===== src/rtl/fifo_sum_sched.sv =====
// Sequencer for the three-row vertical-sum datapath: syncs UART pixels, fills two
// line-buffer FIFOs, then sums each new pixel with the two buffered rows and rotates rows.
module fifo_sum_sched #(
    parameter int ROW = 6,
    parameter int COL = 5
) (
    input  logic       sys_clk,
    input  logic       rst_n,
    input  logic [7:0] rx_data,
    input  logic       valid_flag,
    output logic [7:0] fifo1_din,
    output logic       fifo1_wr_en,
    output logic       fifo1_rd_en,
    input  logic [7:0] fifo1_q,
    input  logic       fifo1_empty,
    output logic [7:0] fifo2_din,
    output logic       fifo2_wr_en,
    output logic       fifo2_rd_en,
    input  logic [7:0] fifo2_q,
    input  logic       fifo2_empty,
    output logic       fifo_clr,
    output logic [7:0] tx_data,
    output logic       tx_en,
    output logic       sat,
    output logic       frame_done,
    output logic       err
);
    localparam int CW = $clog2(COL + 1);
    localparam int RW = $clog2(ROW + 1);

    typedef enum logic [2:0] {
        ST_FILL1, ST_FILL2, ST_RD, ST_RDEN, ST_WAIT, ST_WR, ST_CLR
    } state_t;

    state_t        state, state_nxt;
    logic          v1, v2, pix_stb, acc_d;
    logic [7:0]    pix_reg, q1_r, q2_r;
    logic [CW-1:0] col_cnt;
    logic [RW-1:0] row_cnt;
    logic          err_r;
    logic          in_fill, last_col, last_row;
    logic [9:0]    sum;

    assign in_fill  = (state == ST_FILL1) || (state == ST_FILL2);
    assign last_col = (col_cnt == CW'(COL - 1));
    assign last_row = (row_cnt == RW'(ROW - 1));
    assign sum      = 10'(q1_r) + 10'(q2_r) + 10'(pix_reg);
    assign err      = err_r;

    // acc_d marks the write cycle of a pixel accepted while filling; stray strobes elsewhere are dropped
    always_ff @(posedge sys_clk or negedge rst_n) begin
        if (!rst_n) begin
            v1      <= 1'b0;
            v2      <= 1'b0;
            pix_stb <= 1'b0;
            acc_d   <= 1'b0;
            pix_reg <= '0;
        end else begin
            v1      <= valid_flag;
            v2      <= v1;
            pix_stb <= v1 & ~v2;
            acc_d   <= pix_stb & in_fill;
            if (v1 & ~v2) pix_reg <= rx_data;
        end
    end

    always_ff @(posedge sys_clk or negedge rst_n) begin
        if (!rst_n) state <= ST_FILL1;
        else        state <= state_nxt;
    end

    always_comb begin
        state_nxt = state;
        case (state)
            ST_FILL1: if (acc_d && last_col) state_nxt = ST_FILL2;
            ST_FILL2: if (acc_d && last_col) state_nxt = ST_RD;
            ST_RD:    if (pix_stb) state_nxt = ST_RDEN;
            ST_RDEN:  state_nxt = ST_WAIT;
            ST_WAIT:  state_nxt = ST_WR;
            ST_WR:    state_nxt = (last_row && last_col) ? ST_CLR : ST_RD;
            ST_CLR:   state_nxt = ST_FILL1;
            default:  state_nxt = ST_FILL1;
        endcase
    end

    always_ff @(posedge sys_clk or negedge rst_n) begin
        if (!rst_n) begin
            col_cnt <= '0;
            row_cnt <= '0;
            q1_r    <= '0;
            q2_r    <= '0;
            err_r   <= 1'b0;
        end else begin
            if (state == ST_CLR) begin
                col_cnt <= '0;
                row_cnt <= '0;
            end else if ((in_fill && acc_d) || state == ST_WR) begin
                if (last_col) begin
                    col_cnt <= '0;
                    row_cnt <= row_cnt + 1'b1;
                end else begin
                    col_cnt <= col_cnt + 1'b1;
                end
            end
            if (state == ST_WAIT) begin
                q1_r <= fifo1_q;
                q2_r <= fifo2_q;
            end
            if (state == ST_RDEN && (fifo1_empty || fifo2_empty)) err_r <= 1'b1;
        end
    end

    // WR rotates rows: FIFO2's old row moves into FIFO1, the new pixel goes to FIFO2
    always_comb begin
        fifo1_din   = pix_reg;
        fifo1_wr_en = 1'b0;
        fifo1_rd_en = 1'b0;
        fifo2_din   = pix_reg;
        fifo2_wr_en = 1'b0;
        fifo2_rd_en = 1'b0;
        fifo_clr    = 1'b0;
        tx_data     = '0;
        tx_en       = 1'b0;
        sat         = 1'b0;
        frame_done  = 1'b0;
        case (state)
            ST_FILL1: fifo1_wr_en = acc_d;
            ST_FILL2: fifo2_wr_en = acc_d;
            ST_RDEN: begin
                fifo1_rd_en = 1'b1;
                fifo2_rd_en = 1'b1;
            end
            ST_WR: begin
                fifo1_din   = q2_r;
                fifo1_wr_en = 1'b1;
                fifo2_wr_en = 1'b1;
                tx_en       = 1'b1;
                sat         = (sum > 10'd255);
                tx_data     = (sum > 10'd255) ? 8'd255 : sum[7:0];
            end
            ST_CLR: begin
                fifo_clr   = 1'b1;
                frame_done = 1'b1;
            end
            default: ;
        endcase
    end
endmodule


===== config.mk =====
export PLATFORM = sky130hd
export DESIGN_NAME = fifo_sum_sched
export DESIGN_NICKNAME = d
export VERILOG_FILES = /design/src/rtl/fifo_sum_sched.sv
export SDC_FILE = /design/constraint.sdc
export NUM_CORES = 1
export LEC_CHECK = 0
export BUFFER_PORTS_ARGS = -buffer_cell sky130_fd_sc_hd__buf_2
export CAP_MARGIN = 25
export CORE_ASPECT_RATIO = 2
export CORE_MARGIN = 3
export CORE_UTILIZATION = 47
export CTS_BUF_LIST = sky130_fd_sc_hd__clkbuf_16
export CTS_CLUSTER_SIZE = 24
export DETAILED_ROUTE_END_ITERATION = 16
export MAX_ROUTING_LAYER = met4
export PLACE_DENSITY = 0.73
export SLEW_MARGIN = 40
export SYNTH_ARGS = -nofsm -noshare
export SYNTH_HDL_FRONTEND = slang
export SYNTH_SLANG_ARGS = --single-unit

===== constraint.sdc =====
create_clock -name sys_clk -period 7.35 [get_ports sys_clk]
set_clock_uncertainty 0.2 [all_clocks]
set_input_delay 0.3675 -clock sys_clk [delete_from_list [all_inputs] [get_ports sys_clk]]
set_output_delay 0.3675 -clock sys_clk [all_outputs]
set_load 0.02 [all_outputs]

* Word-level counts from Yosys, hierarchy flattened
Cells that the tools add are included.
** Word-level totals
- Register bits after elaboration :: 38
- Output and inout bits :: 33
- Word-level logic and storage cells :: 62
** Operators by class
- Add/subtract/negate cells :: 4
- $lt $le $gt $ge :: 1
- Eq/ne operators :: 11
- Muxes and demuxes :: 20
- Bitwise operators :: 3
- Reduce and logical (&&, ||, !) cells :: 12
** Operators by type and width (number)
- 3-bit 2-to-1 mux :: 10
- 8-bit 2-to-1 mux :: 3
- 3-bit case mux with 6 select lines :: 1
- 3-bit == test (second input constant) :: 5
- 9-bit by 8-bit adder with 10-bit output :: 1
- 10-bit by 8-bit > comparator with 1-bit output (second input constant) :: 1
- 8-bit by 8-bit adder with 9-bit output :: 1
- 3-bit by 1-bit adder with 3-bit output (second input constant) :: 2
- 3-bit by 2-bit == test with 1-bit output (second input constant) :: 2
- 1-bit logical AND :: 4
- 1-bit 2-to-1 mux :: 4
- 2-bit by 1-bit != test with 1-bit output (second input constant) :: 2
- 1-bit case mux with 2 select lines :: 2
- 2-bit nonzero test :: 2
- 3-bit by 1-bit == test with 1-bit output (second input constant) :: 1
- 3-bit zero test :: 1
- 1-bit logical OR :: 3
- 3-bit AND reduction :: 1
- 1-bit bitwise AND :: 2
- 2-bit != test (second input constant) :: 1
- 2-bit AND reduction :: 1
- 1-bit inverter :: 1

* Depth between registers and ports, before layout
Gate-level depths: netlist of run 1.
- Depth after elaboration :: 6
- Mapped depth :: 11
- Mapped depth without buffers :: 11

* Worst setup path after synthesis of run 1
No wires, ideal clock.
- Path kind :: register to output
- Start point :: register pix_reg[1] (netlist: fifo2_din[1])
- End point :: output tx_data[0]
- Arrival time :: 2.596 ns
- Data required time :: 6.783 ns
- Path slack :: 4.186 ns
- Cell stages (with the launch flop) :: 12
- Buffers on the path :: 0
- Cells stage by stage :: dfrtp_1 > inv_1 > fa_1 > inv_1 > ha_1 > inv_1 > fa_1 > nor2b_1 > o21ai_1 > a21oi_1 > mux2i_4 > a21oi_1
** Between the ends
- Cells in the longest elaborated chain, start to end :: 4
** RTL lines
- start: declaration :: RTL line 37 : logic [7:0] pix_reg, q1_r, q2_r;
- start signal: assignment :: RTL line 63 : if (v1 & ~v2) pix_reg <= rx_data;
- 9-bit by 8-bit adder with 10-bit output :: RTL line 47 : assign sum = 10'(q1_r) + 10'(q2_r) + 10'(pix_reg);
- 10-bit by 8-bit > comparator with 1-bit output :: RTL line 139 : tx_data = (sum > 10'd255) ? 8'd255 : sum[7:0];
- 8-bit 2-to-1 mux :: RTL line 139
- 8-bit 2-to-1 mux :: RTL line 126 : case (state)
- end: declaration :: RTL line 22 : output logic [7:0] tx_data,
No other way between the ends.

* Final worst setup path of run 1
Same ends and word-level chain as after synthesis.

==> flow_metrics.env, run 1 <==
export IMPL_status="finished, final reports clean"
export IMPL_core_um2=4640
export IMPL_cp_max_fo=7
export IMPL_h_tree_depth=2
export IMPL_yosys_area_top_type="dfrtp_1"
export IMPL_worst_slew_pin_slew_ns=0.585
export IMPL_ys_types=46
export IMPL_synth_top_area_share=0.415
export IMPL_routed_wirelength_mm=5.17
export IMPL_synth_seq_cells=38
export IMPL_vdd_drop_max_v=0.000316
export IMPL_insertion_delay_ns=0.28
export IMPL_track_usage=0.197
export IMPL_slew_headroom=0.608
export IMPL_layout_common_cells="buf_2 (60), dfrtp_1 (38), nand2_1 (35), mux2_2 (21), inv_1 (17)"
export IMPL_cp_start_kind="flip-flop"
export IMPL_hold_class="primary input to flip-flop"
export IMPL_drc_errors=0
export IMPL_clock_sinks=38
export IMPL_final_nets=328
export IMPL_wire_per_inst_um=15.4
export IMPL_startpoint="fifo2_din[1]$_DFFE_PN0P_"
export IMPL_ys_seq_area_frac=0.415
export IMPL_timing_rr_start="state[2]$_DFFE_PN0P_"
export IMPL_grt_first_pass_wirelength_mm=8.75
export IMPL_hpwl_mm=3.99
export IMPL_path_class="flip-flop to output port"
export IMPL_synthArstFlopShare=1.00
export IMPL_synth_compound_gate_area_share=0.116
export IMPL_yosys_area_share_simple=0.134
export IMPL_hold_start="fifo1_q[4]"
export IMPL_cts_resized=0
export IMPL_antennaDiodeCount=0
export IMPL_die_area_um2=5800
export IMPL_fmax_ghz=0.292
export IMPL_rsz0062_at_grt="false"
export IMPL_synth_xor_area_frac=0.0191
export IMPL_crit_path_cell_trace="inv_1, fa_1, inv_1, ha_1, inv_1, fa_1, nor2b_1, o21ai_1, a21oi_1, mux2i_4, a21oi_1, buf_2"
export IMPL_pin_count=62
export IMPL_portBuffers=61
export IMPL_die_x_um=55.4
export IMPL_gr_total_overflow=0
export IMPL_cpPeakStageDelay_ns=0.47
export IMPL_path_delay_family="adder cells"
export IMPL_clk_pin_slew_ns=0.06
export IMPL_root_buffer="clkbuf_16"
export IMPL_cts_tree="yes"
export IMPL_synth_net_count=268
export IMPL_cts_setup_buffers=0
export IMPL_netlist_area_um2=2290
export IMPL_finalSetupTns_ns=0
export IMPL_critPathCaptureType="output port"
export IMPL_drive_gt1_frac=0.357
export IMPL_rows=35
export IMPL_required_ns=6.78
export IMPL_avgSynthCellArea_um2=10.5
export IMPL_grt_max_degree=39
export IMPL_cp_num_buf_inv=4
export IMPL_ant_nets=0
export IMPL_drt_iter0_drc=39
export IMPL_first_pass_iters=4
export IMPL_leakage_nw=1.47
export IMPL_start_util=0.494
export IMPL_synth_mux_area_frac=0.119
export IMPL_cts_buffers=5
export IMPL_finalHoldViolCount=0
export IMPL_globalplace_congestion=0.787
export IMPL_synthAdderAreaFrac=0.139
export IMPL_syn_instance_count=219
export IMPL_ctsLongestPathBuffers=2
export IMPL_final_common_cell="buf_2"
export IMPL_critical_path_most_common_cell="inv_1"
export IMPL_pwr_density_cell_nw_per_um2=419
export IMPL_synth_top_family_by_area="adder cells"
export IMPL_syn2layout_area_growth_pct=22.8
export IMPL_grt_pass1_vias=1920
export IMPL_yosysWarnings=0
export IMPL_grt_antenna_before_repair=0
export IMPL_ys_flop_type="dfrtp_1"
export IMPL_finalCriticalPeriod_ns=3.43
export IMPL_slew_viol_final=0
export IMPL_arrival_ns=2.86
export IMPL_setup_viol=0
export IMPL_synth_area_leaders="dfrtp_1 (41%), mux2_2 (10%), fa_1 (7.9%)"
export IMPL_synth_edff_count=0
export IMPL_whs_ns=0.113
export IMPL_critical_path_slowest_cell="fa_1"
export IMPL_die_h_um=105
export IMPL_finalCritPeriodShare=0.466
export IMPL_max_cap_violations=0
export IMPL_viasPerCell=5.32
export IMPL_vias=1783
metal layers:
layer,wire (um),global-route usage
met1,1820,0.195
met2,3060,0.373
met3,183,0.0334
met4,102,0.0696
met5,0,-
worst paths after layout:
check / to / depth (start not counted) / slack (ns)
worst min-delay path: q1_r[4]$_DFFE_PN0P_ / 2 / 0.11
max in group asynchronous: col_cnt[0]$_DFFE_PN0P_ / 2 / 6.22
min in group asynchronous: v1$_DFF_PN0_ / 2 / 0.39
worst min register to register: v2$_DFF_PN0_ / 0 / 0.17
worst max register to register: q1_r[2]$_DFFE_PN0P_ / 3 / 5.24
worst max-delay path: tx_data[0] / 12 / 3.92
where the power goes:
part           internal [mW]  switching, mW  total (mW)
logic                  0.247          0.314       0.561
registers              0.273         0.0688       0.342
clock network          0.193         0.0848       0.278
cell type report:
cell class,instances,area [um^2]
fillers,422,1830
multi-input cells,153,1210
flip-flops and latches,38,951
repair buffers,64,335
clock buffers,5,125
well taps,55,68.8
clock inverters,3,63.8
inverters,17,63.8
cell usage after synthesis, types with 2 or more instances:
master	number
nand2b_1	3
a31oi_1	2
or2_2	2
nand2_1	35
buf_6	2
o21ai_0	9
xor2_1	4
o31ai_1	2
ha_1	11
mux2_2	21
inv_1	17
fa_1	9
dfrtp_1	38
buf_2	4
buf_4	3
a21o_1	3
nand3b_1	2
nor2b_1	2
nand3_1	2
a21oi_1	12
nor2_1	11
through the flow:
step / std cells / utilization / total power [mW] / instance area [um^2] / setup slack (ns)
floorplan: 219 / - / 0.774 / 2290 / 4.19
global placement: 325 / 0.561 / 0.887 / 2600 / 4.31
detailed placement: 325 / 0.562 / 0.905 / 2610 / 4.20
CTS: 335 / 0.607 / 1.19 / 2820 / 3.90
global route: 335 / 0.607 / 1.27 / 2820 / 3.68
finish: 335 / 0.607 / 1.18 / 2820 / 3.92
sequential cells by signal, indices dropped and copies added (netlist names), 3 cells and up:
name       cells
q1_r           8
state          3
row_cnt        3
fifo2_din      8
q2_r           8
col_cnt        3
cells by family after synthesis:
family                   count (synthesis)
buffers and inverters                   28
adder cells (fa/ha/maj)                 20
AO/OA/AOI/OAI                           41
flip-flops                              38
XOR/XNOR                                 5
AND/OR/NAND/NOR                         64
multiplexers                            23
repair_timing:
| item | in CTS | in global routing |
|---|---|---|
| hold endpoints to repair | 39 | 0 |
| endpoints found under the setup margin | 0 | 0 |
| hold buffers | 2 | 0 |
Power figures use the tool's default switching activity.
==> run 2: changes to the inputs <==
- clock period: 7.35 -> 3.3 ns (I/O delays scaled with it)
==> flow_metrics.env, run 2 (synthesis gave the netlist of run 1 again) <==
export IMPL_status="finished, final reports clean"
export IMPL_dr_max_layer_used="met4"
export IMPL_critPathCaptureType="output port"
export IMPL_worst_slew_pin_slew_ns=0.616
export IMPL_dpl_worst_slack_ns=0.387
export IMPL_cpPeakStageDelay_ns=0.50
export IMPL_grt_first_pass_wirelength_mm=9.47
export IMPL_vdd_drop_max_v=0.000620
export IMPL_whs_ns=0.182
export IMPL_drt_iter0_drc=30
export IMPL_die_h_um=105
export IMPL_hpwl_mm=4.12
export IMPL_antennaDiodeCount=0
export IMPL_finalCriticalPeriod_ns=3.13
export IMPL_vias=1902
export IMPL_wl_met1_mm=2.04
export IMPL_n_fill_cell=392
export IMPL_rows=35
export IMPL_path_delay_family="adder cells"
export IMPL_finalCritPeriodShare=0.948
export IMPL_arrival_ns=2.76
export IMPL_cts_setup_buffers=0
export IMPL_first_pass_iters=4
export IMPL_post_route_util=0.657
export IMPL_finalHoldViolCount=0
export IMPL_grt_pass1_vias=2050
export IMPL_wl_met2_mm=3.30
export IMPL_slew_viol_final=0
export IMPL_fmax_ghz=0.320
export IMPL_critical_path_slowest_cell="fa_1"
export IMPL_insertion_delay_ns=0.28
export IMPL_power_total_mw=2.52
export IMPL_fin_cells=362
export IMPL_grt_max_degree=39
export IMPL_required_ns=2.93
export IMPL_wire_per_inst_um=15.9
export IMPL_postPlaceCellArea_um2=2620
export IMPL_portBuffers=61
export IMPL_final_common_cell="buf_2"
export IMPL_hold_class="flip-flop to flip-flop"
export IMPL_seq_area_um2=951
export IMPL_layout_common_cells="buf_2 (58), dfrtp_1 (38), nand2_1 (35), dlygate4sd3_1 (28), mux2_2 (21)"
export IMPL_track_usage=0.213
export IMPL_crit_path_cell_trace="fa_1, ha_1, a21o_1, a21oi_2, a21o_4, mux2i_4, a21oi_1, buf_2"
export IMPL_ctsLongestPathBuffers=2
export IMPL_drc_errors=0
export IMPL_clk_pin_slew_ns=0.06
export IMPL_post_place_cells=326
export IMPL_design_area_um2=3050
export IMPL_max_cap_violations=0
export IMPL_slew_headroom=0.587
export IMPL_cp_max_fo=7
export IMPL_wl_met3_um=193
export IMPL_die_x_um=55.4
export IMPL_ant_nets=0
export IMPL_cts_tree="yes"
export IMPL_routed_wirelength_mm=5.74
export IMPL_gr_total_overflow=0
export IMPL_syn2layout_area_growth_pct=32.9
export IMPL_worst_slack_ns=0.172
export IMPL_setup_viol=0
export IMPL_leakage_nw=1.57
export IMPL_h_tree_depth=2
export IMPL_grt_antenna_before_repair=0
export IMPL_cts_buffers=5
export IMPL_cp_num_buf_inv=1
export IMPL_globalplace_congestion=0.782
export IMPL_final_nets=355
export IMPL_multi_input_area_um2=1220
export IMPL_pin_count=62
export IMPL_finalSetupTns_ns=0
export IMPL_path_class="flip-flop to output port"
export IMPL_die_area_um2=5800
export IMPL_drive_gt1_frac=0.336
export IMPL_cp_start_kind="flip-flop"
export IMPL_pwr_density_cell_nw_per_um2=828
export IMPL_viasPerCell=5.25
export IMPL_root_buffer="clkbuf_16"
export IMPL_core_um2=4640
export IMPL_clock_sinks=38
export IMPL_start_util=0.494
## run 2: timing repair
action	CTS	global route
endpoints found under the hold margin	64	0
hold buffers	28	0
resized for setup	0	5
setup endpoints to repair	0	8
## run 2: path summary, 6_finish.rpt
kind / from / endpoint / slack (ns) / cells after the start
min reg2reg: v1$_DFF_PN0_ / v2$_DFF_PN0_ / 0.18 / 0
max reg2reg: state[2]$_DFFE_PN0P_ / q1_r[4]$_DFFE_PN0P_ / 1.17 / 3
min: v1$_DFF_PN0_ / v2$_DFF_PN0_ / 0.18 / 0
max: fifo2_din[4]$_DFFE_PN0P_ / tx_data[5] / 0.17 / 8
min in group asynchronous: rst_n / fifo2_din[4]$_DFFE_PN0P_ / 0.20 / 2
max in group asynchronous: rst_n / q1_r[7]$_DFFE_PN0P_ / 2.37 / 2
## run 2: metal layers
| layer | vias up | track usage |
|---|---|---|
| li1 | 904 | - |
| met1 | 925 | 0.206 |
| met2 | 55 | 0.394 |
| met3 | 18 | 0.0321 |
| met4 | 0 | 0.110 |
| met5 | - | - |
## run 2: cell type report
class / count / area share
flip-flops and latches: 38 / 0.312
repair buffers: 91 / 0.200
well taps: 55 / 0.0226
inverters: 17 / 0.0209
clock inverters: 3 / 0.00411
multi-input cells: 153 / 0.400
clock buffers: 5 / 0.0411
## run 2: power breakdown
| part | internal (mW) | switching [mW] | total, mW |
|---|---|---|---|
| Sequential | 0.608 | 0.135 | 0.743 |
| Clock | 0.273 | 0.178 | 0.450 |
| Combinational | 0.586 | 0.744 | 1.33 |
